[src/rtl/cpu_pkg.sv]
// Shared CPU definitions: ALU width, op-select encodings and the priority
// decoder that turns the one-hot-ish enables into a single op code.
package cpu_pkg;

    localparam int ALU_W = 8;

    localparam logic [2:0] OP_NONE = 3'd0;
    localparam logic [2:0] OP_SUM  = 3'd1;
    localparam logic [2:0] OP_AND  = 3'd2;
    localparam logic [2:0] OP_EOR  = 3'd3;
    localparam logic [2:0] OP_OR   = 3'd4;
    localparam logic [2:0] OP_SR   = 3'd5;

    typedef struct packed {
        logic [ALU_W-1:0] res;
        logic             c;
        logic             v;
    } alu_out_t;

    // Enables are nominally one-hot; when several are high, SUM wins, then AND, EOR, OR, SR.
    function automatic logic [2:0] alu_decode(
        input logic sum_en,
        input logic and_en,
        input logic eor_en,
        input logic or_en,
        input logic sr_en
    );
        logic [2:0] op;
        if (sum_en)      op = OP_SUM;
        else if (and_en) op = OP_AND;
        else if (eor_en) op = OP_EOR;
        else if (or_en)  op = OP_OR;
        else if (sr_en)  op = OP_SR;
        else             op = OP_NONE;
        return op;
    endfunction

endpackage

[src/rtl/alu_if.sv]
// Operand/control/result bundle between the CPU control logic and the ALU.
interface alu_if;
    import cpu_pkg::*;

    logic             SUM_en;
    logic             AND_en;
    logic             EOR_en;
    logic             OR_en;
    logic             SR_en;
    logic             INV_en;
    logic [ALU_W-1:0] Ain;
    logic [ALU_W-1:0] Bin;
    logic             Cin;
    logic [ALU_W-1:0] RES;
    logic             Cout;
    logic             OVFout;

    modport master (
        output SUM_en, AND_en, EOR_en, OR_en, SR_en, INV_en, Ain, Bin, Cin,
        input  RES, Cout, OVFout
    );

    modport slave (
        input  SUM_en, AND_en, EOR_en, OR_en, SR_en, INV_en, Ain, Bin, Cin,
        output RES, Cout, OVFout
    );
endinterface

[src/rtl/alu_comb.sv]
// Combinational ALU datapath: computes next result, carry and overflow for
// the decoded op. SBC is simply SUM with the B operand inverted.
module alu_comb
    import cpu_pkg::*;
(
    input  logic [2:0]       op,
    input  logic [ALU_W-1:0] ain,
    input  logic [ALU_W-1:0] bin,
    input  logic             cin,
    input  logic             inv_en,
    output alu_out_t         nxt
);

    logic [ALU_W-1:0] b_eff;
    logic [ALU_W:0]   sum9;

    for (genvar gi = 0; gi < ALU_W; gi++) begin : g_inv
        assign b_eff[gi] = bin[gi] ^ inv_en;
    end

    assign sum9 = {1'b0, ain} + {1'b0, b_eff} + {{ALU_W{1'b0}}, cin};

    always_comb begin
        nxt = '0;
        case (op)
            OP_SUM: begin
                nxt.res = sum9[ALU_W-1:0];
                nxt.c   = sum9[ALU_W];
                // Like-signed operands producing an opposite-signed result.
                nxt.v   = (ain[ALU_W-1] == b_eff[ALU_W-1]) &&
                          (sum9[ALU_W-1] != ain[ALU_W-1]);
            end
            OP_AND: nxt.res = ain & b_eff;
            OP_EOR: nxt.res = ain ^ b_eff;
            OP_OR:  nxt.res = ain | b_eff;
            OP_SR: begin
                nxt.res = {cin, ain[ALU_W-1:1]};
                nxt.c   = ain[0];
            end
            default: nxt = '0;
        endcase
    end

endmodule

[src/rtl/alu.sv]
// 6502-style ALU top: decodes the enables, registers the datapath outputs,
// and holds them on cycles where no operation is selected.
module alu
    import cpu_pkg::*;
(
    input  logic  clk,
    input  logic  rst,
    alu_if.slave  bus
);

    logic [2:0] op;
    alu_out_t   nxt;
    alu_out_t   out_reg;

    assign op = alu_decode(bus.SUM_en, bus.AND_en, bus.EOR_en, bus.OR_en, bus.SR_en);

    alu_comb u_comb (
        .op     (op),
        .ain    (bus.Ain),
        .bin    (bus.Bin),
        .cin    (bus.Cin),
        .inv_en (bus.INV_en),
        .nxt    (nxt)
    );

    always_ff @(posedge clk) begin
        if (rst) begin
            out_reg <= '0;
        end else if (op != OP_NONE) begin
            out_reg <= nxt;
        end
    end

    assign bus.RES    = out_reg.res;
    assign bus.Cout   = out_reg.c;
    assign bus.OVFout = out_reg.v;

endmodule

[src/flat_wrapper.sv]
// flat-port wrapper written by rule: the top's interface ports become plain ports
module alu_flat import cpu_pkg::*;
  (clk, rst, bus_SUM_en, bus_AND_en, bus_EOR_en, bus_OR_en, bus_SR_en, bus_INV_en, bus_Ain, bus_Bin, bus_Cin, bus_RES, bus_Cout, bus_OVFout);
  alu_if bus_i ();
  input  logic clk;
  input  logic rst;
  input wire logic [$bits(bus_i.SUM_en)-1:0] bus_SUM_en;
  input wire logic [$bits(bus_i.AND_en)-1:0] bus_AND_en;
  input wire logic [$bits(bus_i.EOR_en)-1:0] bus_EOR_en;
  input wire logic [$bits(bus_i.OR_en)-1:0] bus_OR_en;
  input wire logic [$bits(bus_i.SR_en)-1:0] bus_SR_en;
  input wire logic [$bits(bus_i.INV_en)-1:0] bus_INV_en;
  input wire logic [$bits(bus_i.Ain)-1:0] bus_Ain;
  input wire logic [$bits(bus_i.Bin)-1:0] bus_Bin;
  input wire logic [$bits(bus_i.Cin)-1:0] bus_Cin;
  output wire logic [$bits(bus_i.RES)-1:0] bus_RES;
  output wire logic [$bits(bus_i.Cout)-1:0] bus_Cout;
  output wire logic [$bits(bus_i.OVFout)-1:0] bus_OVFout;
  assign bus_i.SUM_en = bus_SUM_en;
  assign bus_i.AND_en = bus_AND_en;
  assign bus_i.EOR_en = bus_EOR_en;
  assign bus_i.OR_en = bus_OR_en;
  assign bus_i.SR_en = bus_SR_en;
  assign bus_i.INV_en = bus_INV_en;
  assign bus_i.Ain = bus_Ain;
  assign bus_i.Bin = bus_Bin;
  assign bus_i.Cin = bus_Cin;
  assign bus_RES = bus_i.RES;
  assign bus_Cout = bus_i.Cout;
  assign bus_OVFout = bus_i.OVFout;
  alu u_core (.clk(clk), .rst(rst), .bus(bus_i));
endmodule
[config.mk]
export PLATFORM = sky130hd
export DESIGN_NAME = alu_flat
export DESIGN_NICKNAME = d
export VERILOG_FILES = /design/src/rtl/cpu_pkg.sv /design/src/rtl/alu_if.sv /design/src/rtl/alu_comb.sv /design/src/rtl/alu.sv /design/src/flat_wrapper.sv
export SDC_FILE = /design/constraint.sdc
export NUM_CORES = 1
export LEC_CHECK = 0
export BUFFER_PORTS_ARGS = -buffer_cell sky130_fd_sc_hd__buf_2
export CAP_MARGIN = 20
export CORE_MARGIN = 2
export CORE_UTILIZATION = 25
export CTS_CLUSTER_DIAMETER = 200
export DETAILED_ROUTE_END_ITERATION = 8
export PLACE_DENSITY = 0.5
export SYNTH_ARGS = -nofsm -noshare
export SYNTH_HDL_FRONTEND = slang
export SYNTH_SLANG_ARGS = --single-unit
[constraint.sdc]
create_clock -name clk -period 4.65 [get_ports clk]
set_input_delay 0 -clock clk [delete_from_list [all_inputs] [get_ports clk]]
set_output_delay 0 -clock clk [all_outputs]
set_load 0.01 [all_outputs]
### Word-level counts from Yosys, hierarchy flattened

Index checks and enable logic that the tools add are counted.

* flip-flop bits (word level): 10
* RAM bits: 0
* bits in latches: 0
* memories: 0
* output and inout port bits: 10
* bits in read-only memories: 0
* logic and storage cells: 33

* multiplexer cells: 8
* divide/modulo/power cells: 0
* bitwise operators: 11
* reductions and logical operators: 2
* magnitude comparators: 0
* add/subtract/negate cells: 2
* multiply operators: 0
* equality and inequality tests: 7
* shifts and indexed selects: 0

Operators with widths (number)
* $pmux 8 s5: 1
* $mux 3: 5
* $add 8x8->9: 1
* $add 9x1->9: 1
* $and 8x8->8: 1
* $or 8x8->8: 1
* $xor 1x1->1: 8
* $xor 8x8->8: 1
* $eq 3x2->1 const B: 2
* $eq 3x3->1 const B: 2
* $eq 3x1->1 const B: 1
* $reduce_bool 3->1: 1
* $pmux 1 s2: 1
* $eq 1x1->1: 1
* $logic_and 1x1->1: 1
* $mux 1: 1
* $ne 1x1->1: 1

### Depth between registers and ports, before layout

Gate-level depths: netlist of the first run.

* word-level depth: 7
* gate-level depth with buffers: 11
* depth with buffers taken out: 10

### Cells and area by module

From an unflattened synthesis of the first run, not the netlist that was laid out.

* cells, all modules: 194
* area total of the unflattened synthesis: 1480.2 um2

Modules (own cells, without submodules)
* alu_comb: sequential area each 0.0 um2, area each 993.5 um2, cells each 143, times used 1
* alu: sequential area each 200.2 um2, area each 486.7 um2, cells each 51, times used 1

### Worst setup path after synthesis of the first run

OpenSTA, ideal clock, no wires.

* path type: input to register
* start: in bus_INV_en
* end: reg u_core.out_reg (netlist bit u_core.bus.Cout)
* setup time: 0.138 ns
* arrival: 1.798 ns
* slack: 2.714 ns
* stages on the path: 10
* cells stage by stage: buf_2 xor2_1 inv_1 fa_1 inv_1 fa_1 a21oi_1 o211ai_1 a2111oi_0 nor4_1

* cells in the longest elaborated chain, start to end: 4
* elaborated cells between the ends (all ways): 11
* classes of those cells: 2 x add/sub; 1 x mux; 8 x bitwise

Ends and longest elaborated chain
* start: declaration: RTL line flat_wrapper.sv:12 `input wire logic [$bits(bus_i.INV_en)-1:0] bus_INV_en;`
* $xor 1x1->1: RTL line alu_comb.sv:18 `assign b_eff[gi] = bin[gi] ^ inv_en;`
* $add 8x8->9 (*): RTL line alu_comb.sv:21 `assign sum9 = {1'b0, ain} + {1'b0, b_eff} + {{ALU_W{1'b0}}, cin};`
* $add 9x1->9 (*): RTL line alu_comb.sv:21
* $pmux 1 s2 (*): RTL line alu_comb.sv:25 `case (op)`
* end signal: assignment: RTL line alu.sv:30 `out_reg <= nxt;`
* end: declaration: RTL line alu.sv:13 `alu_out_t out_reg;`

Mark *: on every way between the ends. The rest lies on a longest branch, timed or not.
A chain may end at the register's enable or synchronous reset.

### Worst setup path after layout of the first run

* start: in bus_INV_en
* end: reg u_core.out_reg (netlist bit u_core.bus.RES[7])

* cells in the longest elaborated chain, start to end: 4
* elaborated cells between the ends (all ways): 14
* classes of those cells: 2 x add/sub; 1 x mux; 11 x bitwise

Ends and longest elaborated chain (RTL line)
* $xor 1x1->1: alu_comb.sv:18
* $add 8x8->9: alu_comb.sv:21
* $add 9x1->9: alu_comb.sv:21
* $pmux 8 s5 (*): alu_comb.sv:25

Marked as above.

==> flow_summary.ini, run 1 <==
[placement]
postPlaceCellArea_mm2 = 0.00153
portBuffers = 34
gp_congestion = 0.803
dp_hpwl_um = 2640
pre_cts_ws_ns = 2.47

[drt]
remaining_drc_errors = 0
drt-total-wl_um = 3330
drt_iter0_markers = 34
firstDrtPassIters = 4
viasPerCell = 4.59
ant_nets = 0
vias = 1226
wl_per_cell_um = 12.5

[yosys]
synthCells = 170
synth_nets = 213
ys_seq_area_frac = 0.150
synth-async-reset-ratio = 0
yosys-top-cells-area = dfxtp_1 (15%), ha_1 (15%), a21oi_1 (6.8%), xor2_1 (6.6%), inv_1 (6.5%)
synth_cell_types = 42
avgSynthCellArea_um2 = 7.84
yosys_register_bits = 10
synth-warning-count = 0
syn_area_mm2 = 0.00133
synth-main-ff-cell = dfxtp_1
synth_top_area_share = 0.150
synth_edf_count = 0
yosys.area.top_type = dfxtp_1

[pwr]
cellLeakagePower_nw = 0.748
p_per_area_mw_per_mm2 = 230
vdd_drop_max_v = 0.0000713

[hold_path]
hold_end = u_core.bus.RES[5]
hold_path.class = input port to register
hp-start = rst
hold_depth = 2

[clock_network]
cts.clk_slew.worst_paths_ns = 0.05
cts_tree = done
cts_root_buffer = clkbuf_8
cts_sinks = 10
cts_hold_buffers = 0
ctsResizeCount = 0
post_cts_buffers = 0
cts_buffer_depth = 2
h-tree-depth = 1
clk_latency_ns = 0.23
cts-buffers-inserted = 3

[sta]
fin_skew_ns = 0
layout_setup_ws_ns = 2.73
fin_crit_ns = 1.92
rsz0062_at_grt = no
max_slew.worst_pin.slew_ns = 0.457
drv_slew = 0
fmax_mhz = 522
relSlewSlack = 0.695
fin_setup_tns_ns = 0
min_period_over_period = 0.412
setup_viol = 0
hold_viol_final = 0

[global_routing]
grt_pass1_vias = 1182
grt_util_all_layers = 0.116
grt_overflow = 0
antenna_found_initial = 0
grt_max_degree = 22
grt_pass1_wl_um = 5690

[outcome]
status = complete, no violations

[layout]
final_util = 0.305
fill_cells = 604
drive_above_1_share = 0.274
area_growth_pct = 17.6
stdcell_area_mm2 = 0.00157
mostFrequentLayoutCells = buf_2 (34), inv_1 (23), a21oi_1 (18)
diodes = 0
nets = 242
final_common_cell = buf_2

[critical_path]
arrival_ns = 2.04
path_common_cell = xor2_1
cp_top_family = compound AO/OA/AOI/OAI gates
worstPathCellList = buf_2, xor2_1, inv_1, ha_1, a21oi_2, nand2_1, a221oi_2, xor2_1, a2111oi_2
critPathCaptureType = register
worst-setup-path-type = input port to register
reg2reg_from = u_core.bus.Cout
reg2reg_depth = 4
critPathBufInv = 2
slowest_stage = ha_1
r2r_slack_ns = 3.41
crit_fanout = 8
worstSetupStartpointType = input port
max_stage_delay_ns = 0.38
worstPathRequired_ns = 4.78
r2r-end = u_core.bus.Cout

[die]
coreArea_mm2 = 0.00514
placementRows = 26
ios = 35
die_w_um = 77.0
start_util = 0.259
die_area_mm2 = 0.00593
die_h_um = 77.0

[run]
drv_cap = 0
routing by layer:
| metal | share of wire | wire [um] | track usage | vias to the layer above |
|---|---|---|---|---|
| met1 | 0.48 | 1590 | 0.152 | 569 |
| met2 | 0.49 | 1640 | 0.205 | 21 |
| met4 | 0 | 0 | 0.0107 | 0 |
| met3 | 0.030 | 100 | 0.0224 | 0 |
| met5 | 0 | 0 | 0 | - |
| li1 | - | - | - | 636 |
state kept, by name, indices dropped and copies added (netlist names):
signal / cells
u_core.bus.RES: 8
u_core.bus.Cout: 1
u_core.bus.OVFout: 1
power breakdown:
part	switching, mW	internal, mW
Sequential	0.00694	0.0964
Combinational	0.0966	0.0732
Clock	0.0313	0.0565
per-stage QoR:
stage / std cells / power (mW) / hold WS, ns
detailed placement: 264 / 0.277 / 0.338
CTS: 267 / 0.367 / 0.0856
floorplan: 170 / 0.229 / 0.185
global route: 267 / 0.392 / 0.107
global placement: 264 / 0.277 / 0.339
finish: 267 / 0.361 / 0.103
kinds of logic after synthesis:
kind of cell | synth area share
and+or+nand+nor | 0.197
AOI/OAI and AO/OA | 0.236
buffers and inverters | 0.114
adders and majority gates | 0.180
xor gates and xnor gates | 0.0920
DFF | 0.150
muxes | 0.0310
worst max-delay path by stage:
stage	start	to	cells past startpoint
finish	bus_INV_en	u_core.bus.RES[7]	9
CTS	bus_INV_en	u_core.bus.RES[7]	9
global route	bus_INV_en	u_core.bus.Cout	10
global placement	bus_INV_en	u_core.bus.RES[7]	9
floorplan	bus_INV_en	u_core.bus.Cout	10
detailed placement	bus_INV_en	u_core.bus.RES[7]	9
cells in the mapped netlist (2+ instances only):
cell type	instances
nand2_1	8
inv_1	23
dfxtp_1	10
mux2i_1	3
xor2_1	10
o21ai_0	6
a21oi_2	2
nor2b_1	2
nor3_1	6
a21oi_1	18
nand2b_1	2
fa_1	2
a221oi_1	5
buf_2	4
xnor2_1	4
ha_1	16
nor2_2	3
clkbuf_1	2
nor2_4	3
a221oi_2	2
nor2_1	13
nand3_1	2
nor3_2	2
buf_6	3
a221o_1	2
layout make-up:
| cell class | instances | area (um2) | area share |
|---|---|---|---|
| clock buffer | 3 | 41.3 | 0.0264 |
| tap | 70 | 87.6 | 0.0559 |
| multi-input combinational | 127 | 981 | 0.626 |
| inverter | 23 | 86.3 | 0.0551 |
| timing repair buffer | 34 | 170 | 0.109 |
| sequential | 10 | 200 | 0.128 |
No activity file was read; power rests on OpenSTA's default activity.
==> run 2, diff against run 1 <==
- PLACE_DENSITY: 0.5 -> 0.51
- clock period: 4.65 -> 1.7 ns (I/O delays scaled with it)
==> flow_summary.ini, run 2 (synthesis gave the netlist of run 1 again) <==
[critical_path]
worstPathRequired_ns = 1.84
critPathCaptureType = register
max_stage_delay_ns = 0.39
crit_fanout = 6
worstPathCellList = buf_6, buf_4, xor2_1, inv_1, ha_2, inv_1, nor2_1, a221oi_4, xor2_1, a2111oi_2
worstSetupStartpointType = input port
critPathBufInv = 4
slowest_stage = ha_2
arrival_ns = 1.71
worst-setup-path-type = input port to register
cp_top_family = buffers and inverters

[die]
placementRows = 26
die_h_um = 77.0
die_w_um = 77.0
coreArea_mm2 = 0.00514
start_util = 0.259
ios = 35
die_area_mm2 = 0.00593

[pwr]
netSwitchingPower_mw = 0.424
combPwrFrac = 0.509
cellLeakagePower_nw = 0.874
power.total_mw = 1.19
seq_power_share = 0.237
clock_power_share = 0.253
p_int_mw = 0.764
switching_share = 0.357
p_per_area_mw_per_mm2 = 637
vdd_drop_max_v = 0.000226

[sta]
hold_viol_final = 0
drv_slew = 0
holdWs_ns = 0.0917
max_slew.worst_pin.slew_ns = 0.461
fmax_mhz = 634
relSlewSlack = 0.693
fin_skew_ns = 0
fin_setup_tns_ns = 0
fin_crit_ns = 1.58
min_period_over_period = 0.928
setup_viol = 0

[global_routing]
grt_util_all_layers = 0.129
grt_max_degree = 21
antenna_found_initial = 0
grt_overflow = 0
grt_pass1_vias = 1247
grt_pass1_wl_um = 6090

[drt]
remaining_drc_errors = 0
ant_nets = 0
vias = 1278
drt_iter0_markers = 28
drt-total-wl_um = 3560
firstDrtPassIters = 4
viasPerCell = 4.41
wl_per_cell_um = 12.3

[clock_network]
cts.clk_slew.worst_paths_ns = 0.05
post_cts_buffers = 0
cts_tree = done
h-tree-depth = 1
clk_latency_ns = 0.24
cts_root_buffer = clkbuf_8
cts_sinks = 10
cts_buffer_depth = 2
cts-buffers-inserted = 3

[layout]
mostFrequentLayoutCells = buf_2 (33), inv_1 (22), buf_4 (22)
drive_above_1_share = 0.418
diodes = 0
area_growth_pct = 40.0
largest_reg_flops = 8
fill_cells = 572
final_common_cell = buf_2
stdcell_area_mm2 = 0.00187
nets = 264

[placement]
gp_congestion = 0.852
dp_hpwl_um = 2930
postPlaceCellArea_mm2 = 0.00176
portBuffers = 34

[run]
drv_cap = 0

[outcome]
status = complete, no violations

[hold_path]
hold_path.class = input port to register
-- run 2: cell type report --
cell class / instances / area [um2] / area share
timing repair buffer: 56 / 342 / 0.183
clock buffer: 4 / 55.1 / 0.0295
multi-input combinational: 127 / 1090 / 0.587
inverter: 23 / 86.3 / 0.0463
tap: 70 / 87.6 / 0.0469
sequential: 10 / 200 / 0.107
-- run 2: metal layers --
layer / track usage / vias to the layer above / part of all wire
li1: - / 675 / -
met1: 0.175 / 580 / 0.49
met2: 0.214 / 19 / 0.47
met3: 0.0141 / 4 / 0.027
met4: 0.0375 / 0 / 0.011
met5: 0 / - / 0
-- run 2: power groups by stage --
| stage | Sequential [mW] | Clock (mW) | Combinational, mW |
|---|---|---|---|
| finish | 0.282 | 0.301 | 0.605 |
| global route | 0.286 | 0.318 | 0.675 |
| CTS | 0.282 | 0.309 | 0.589 |
| detailed placement | 0.287 | 0 | 0.585 |
| global placement | 0.288 | 0 | 0.584 |
| floorplan | 0.300 | 0 | 0.367 |
-- run 2: timing repair --
item                                    in CTS  in global routing
hold buffers                                 0                  0
resized for setup                            2                  8
endpoints found under the setup margin       1                  5
pin swaps                                    1                  5
-- run 2: final timing paths --
check / startpoint / endpoint / slack (ns) / depth (start not counted)
min: rst / u_core.bus.RES[5] / 0.09 / 2
max: bus_INV_en / u_core.bus.RES[7] / 0.12 / 10
max reg2reg: u_core.bus.Cout / u_core.bus.Cout / 0.57 / 4
min reg2reg: u_core.bus.OVFout / u_core.bus.OVFout / 0.46 / 2
-- run 2: per-stage QoR --
step            util  instances  setup WS (ns)
2_1_floorplan      -        170        -0.0539
3_3_place_gp   0.343        286         -0.253
3_5_place_dp   0.343        286         -0.257
4_1_cts        0.355        290         0.0353
5_1_grt        0.363        290        -0.0152
6_report       0.363        290          0.122
==> run 3, diff against run 2 <==
- ABC_AREA: unset -> 1
- CTS_BUF_LIST: unset -> sky130_fd_sc_hd__clkbuf_2
==> flow_summary.ini, run 3 <==
[sta]
setup_viol = 0
rsz0062_at_grt = no
fin_crit_ns = 1.50
fmax_mhz = 667
max_slew.worst_pin.slew_ns = 0.383
hold_viol_final = 0
min_period_over_period = 0.881
fin_skew_ns = 0
relSlewSlack = 0.744
drv_slew = 0
layout_setup_ws_ns = 0.201

[die]
start_util = 0.258
ios = 35
die_w_um = 79.1
placementRows = 27
die_h_um = 79.1
die_area_mm2 = 0.00626
coreArea_mm2 = 0.00547

[yosys]
synth_edf_count = 0
synth-async-reset-ratio = 0
synthCells = 233
synth_cell_types = 27
yosys_register_bits = 10
synth_most_common_cell = nand2_1
synth_nets = 276
synthTopCellsByCount = nand2_1 (54), inv_1 (48), nor2_1 (31)
ys_seq_area_frac = 0.142
synth_top_area_share = 0.144
synth-simple-area-share = 0.388
yosys-top-cells-area = nand2_1 (14%), dfxtp_1 (14%), ha_1 (14%), inv_1 (13%), nor2_1 (8.2%)
synth-main-ff-cell = dfxtp_1
synth_adder_area_share = 0.170
synthMuxAreaShare = 0
synth_top_family_by_area = simple AND/OR/NAND/NOR gates
yosys.area.top_type = nand2_1
syn_area_mm2 = 0.00141
synth-warning-count = 0
avgSynthCellArea_um2 = 6.06
synth_compound_area_frac = 0.0922
synthXorXnorAreaFrac = 0.0496

[clock_network]
cts_tree = done
clk_latency_ns = 0.25
post_cts_buffers = 0
cts_sinks = 10
cts.clk_slew.worst_paths_ns = 0.11
cts_buffer_depth = 2
h-tree-depth = 1
cts-buffers-inserted = 3
cts_root_buffer = clkbuf_2

[critical_path]
slowest_stage = ha_1
worstPathCellList = buf_2, buf_4, xnor2_1, ha_1, nand2_1, nand2_1, a21oi_1, nand2_1, nand2_1, nand3_1, a21oi_1
reg2reg_depth = 4
max_stage_delay_ns = 0.32
worstPathRequired_ns = 1.89
worstSetupStartpointType = input port
crit_fanout = 6
critPathCaptureType = register
path_common_cell = nand2_1
arrival_ns = 1.68
worst-setup-path-type = input port to register

[hold_path]
hold_path.class = input port to register
hold_depth = 3

[global_routing]
grt_pass1_vias = 1403
antenna_found_initial = 0
grt_overflow = 0
grt_max_degree = 16
grt_util_all_layers = 0.132
grt_pass1_wl_um = 6580

[drt]
viasPerCell = 4.31
ant_nets = 0
remaining_drc_errors = 0
firstDrtPassIters = 5
wl_per_cell_um = 11.5
vias = 1513
drt_iter0_markers = 70
drt-total-wl_um = 4030

[pwr]
power.total_mw = 0.929
cellLeakagePower_nw = 1.03
vdd_drop_max_v = 0.000163
p_per_area_mw_per_mm2 = 524

[layout]
drive_above_1_share = 0.219
area_growth_pct = 25.6
mostFrequentLayoutCells = nand2_1 (54), inv_1 (48), buf_2 (34)
nets = 323
final_common_cell = nand2_1
largest_reg_flops = 8
diodes = 0

[placement]
portBuffers = 34
gp_congestion = 0.857
dp_hpwl_um = 3360
pre_cts_ws_ns = -0.0728

[outcome]
status = complete, no violations

[run]
drv_cap = 0
-- run 3: through the flow --
step | utilization | instance area (um2) | hold slack [ns] | std cells | TNS (ns)
floorplan | - | 1440 | 0.0691 | 233 | 0
global placement | 0.319 | 1740 | 0.237 | 346 | -0.0200
detailed placement | 0.319 | 1740 | 0.240 | 346 | -0.128
CTS | 0.324 | 1770 | 0.0732 | 351 | 0
global route | 0.324 | 1770 | 0.0798 | 351 | 0
finish | 0.324 | 1770 | 0.0875 | 351 | 0
-- run 3: worst paths after layout --
path / slack [ns] / startpoint / endpoint
max: 0.20 / bus_INV_en / u_core.bus.RES[7]
min: 0.09 / bus_Ain[0] / u_core.bus.Cout
max reg2reg: 1.01 / u_core.bus.RES[2] / u_core.bus.RES[2]
min reg2reg: 0.47 / u_core.bus.OVFout / u_core.bus.OVFout
-- run 3: cells by family (layout without fill, tap and decap cells) --
logic type,Yosys count,after routing
AND/OR/NAND/NOR,119,119
buffers and inverters,54,100
adder cells (fa/ha/maj),18,18
flip-flops,10,10
AO/OA/AOI/OAI,24,24
XOR/XNOR,8,8
-- run 3: layout make-up --
type                       instances  area, um2
multi-input combinational        169       1010
tap                               72       90.1
sequential                        10        200
clock inverter                     1       3.75
inverter                          51        199
fill                             646       3700
timing repair buffer              45        255
clock buffer                       3       15.0
-- run 3: where the power goes --
| group | total [mW] | internal (mW) | switching, mW |
|---|---|---|---|
| registers | 0.273 | 0.261 | 0.0123 |
| logic | 0.521 | 0.221 | 0.299 |
| clock network | 0.135 | 0.0511 | 0.0842 |
-- run 3: metal layers --
layer	share of wire	up-vias	wire, um	global-route usage
met5	0	-	0	0
met2	0.46	38	1850	0.219
li1	-	810	-	-
met4	0.0042	0	17	0.0310
met3	0.059	2	237	0.0136
met1	0.48	663	1920	0.182
-- run 3: worst max-delay path, delay by kind of cell --
kind | cells | cell delay, ns
simple gates | 5 | 0.42
compound gates | 2 | 0.42
buf+inv | 2 | 0.32
fa+ha+maj | 1 | 0.32
xor+xnor | 1 | 0.21
-- run 3: what timing repair did --
item	CTS	global route
hold buffers	1	0
gates resized for setup	0	0
endpoints found under the hold margin	1	0
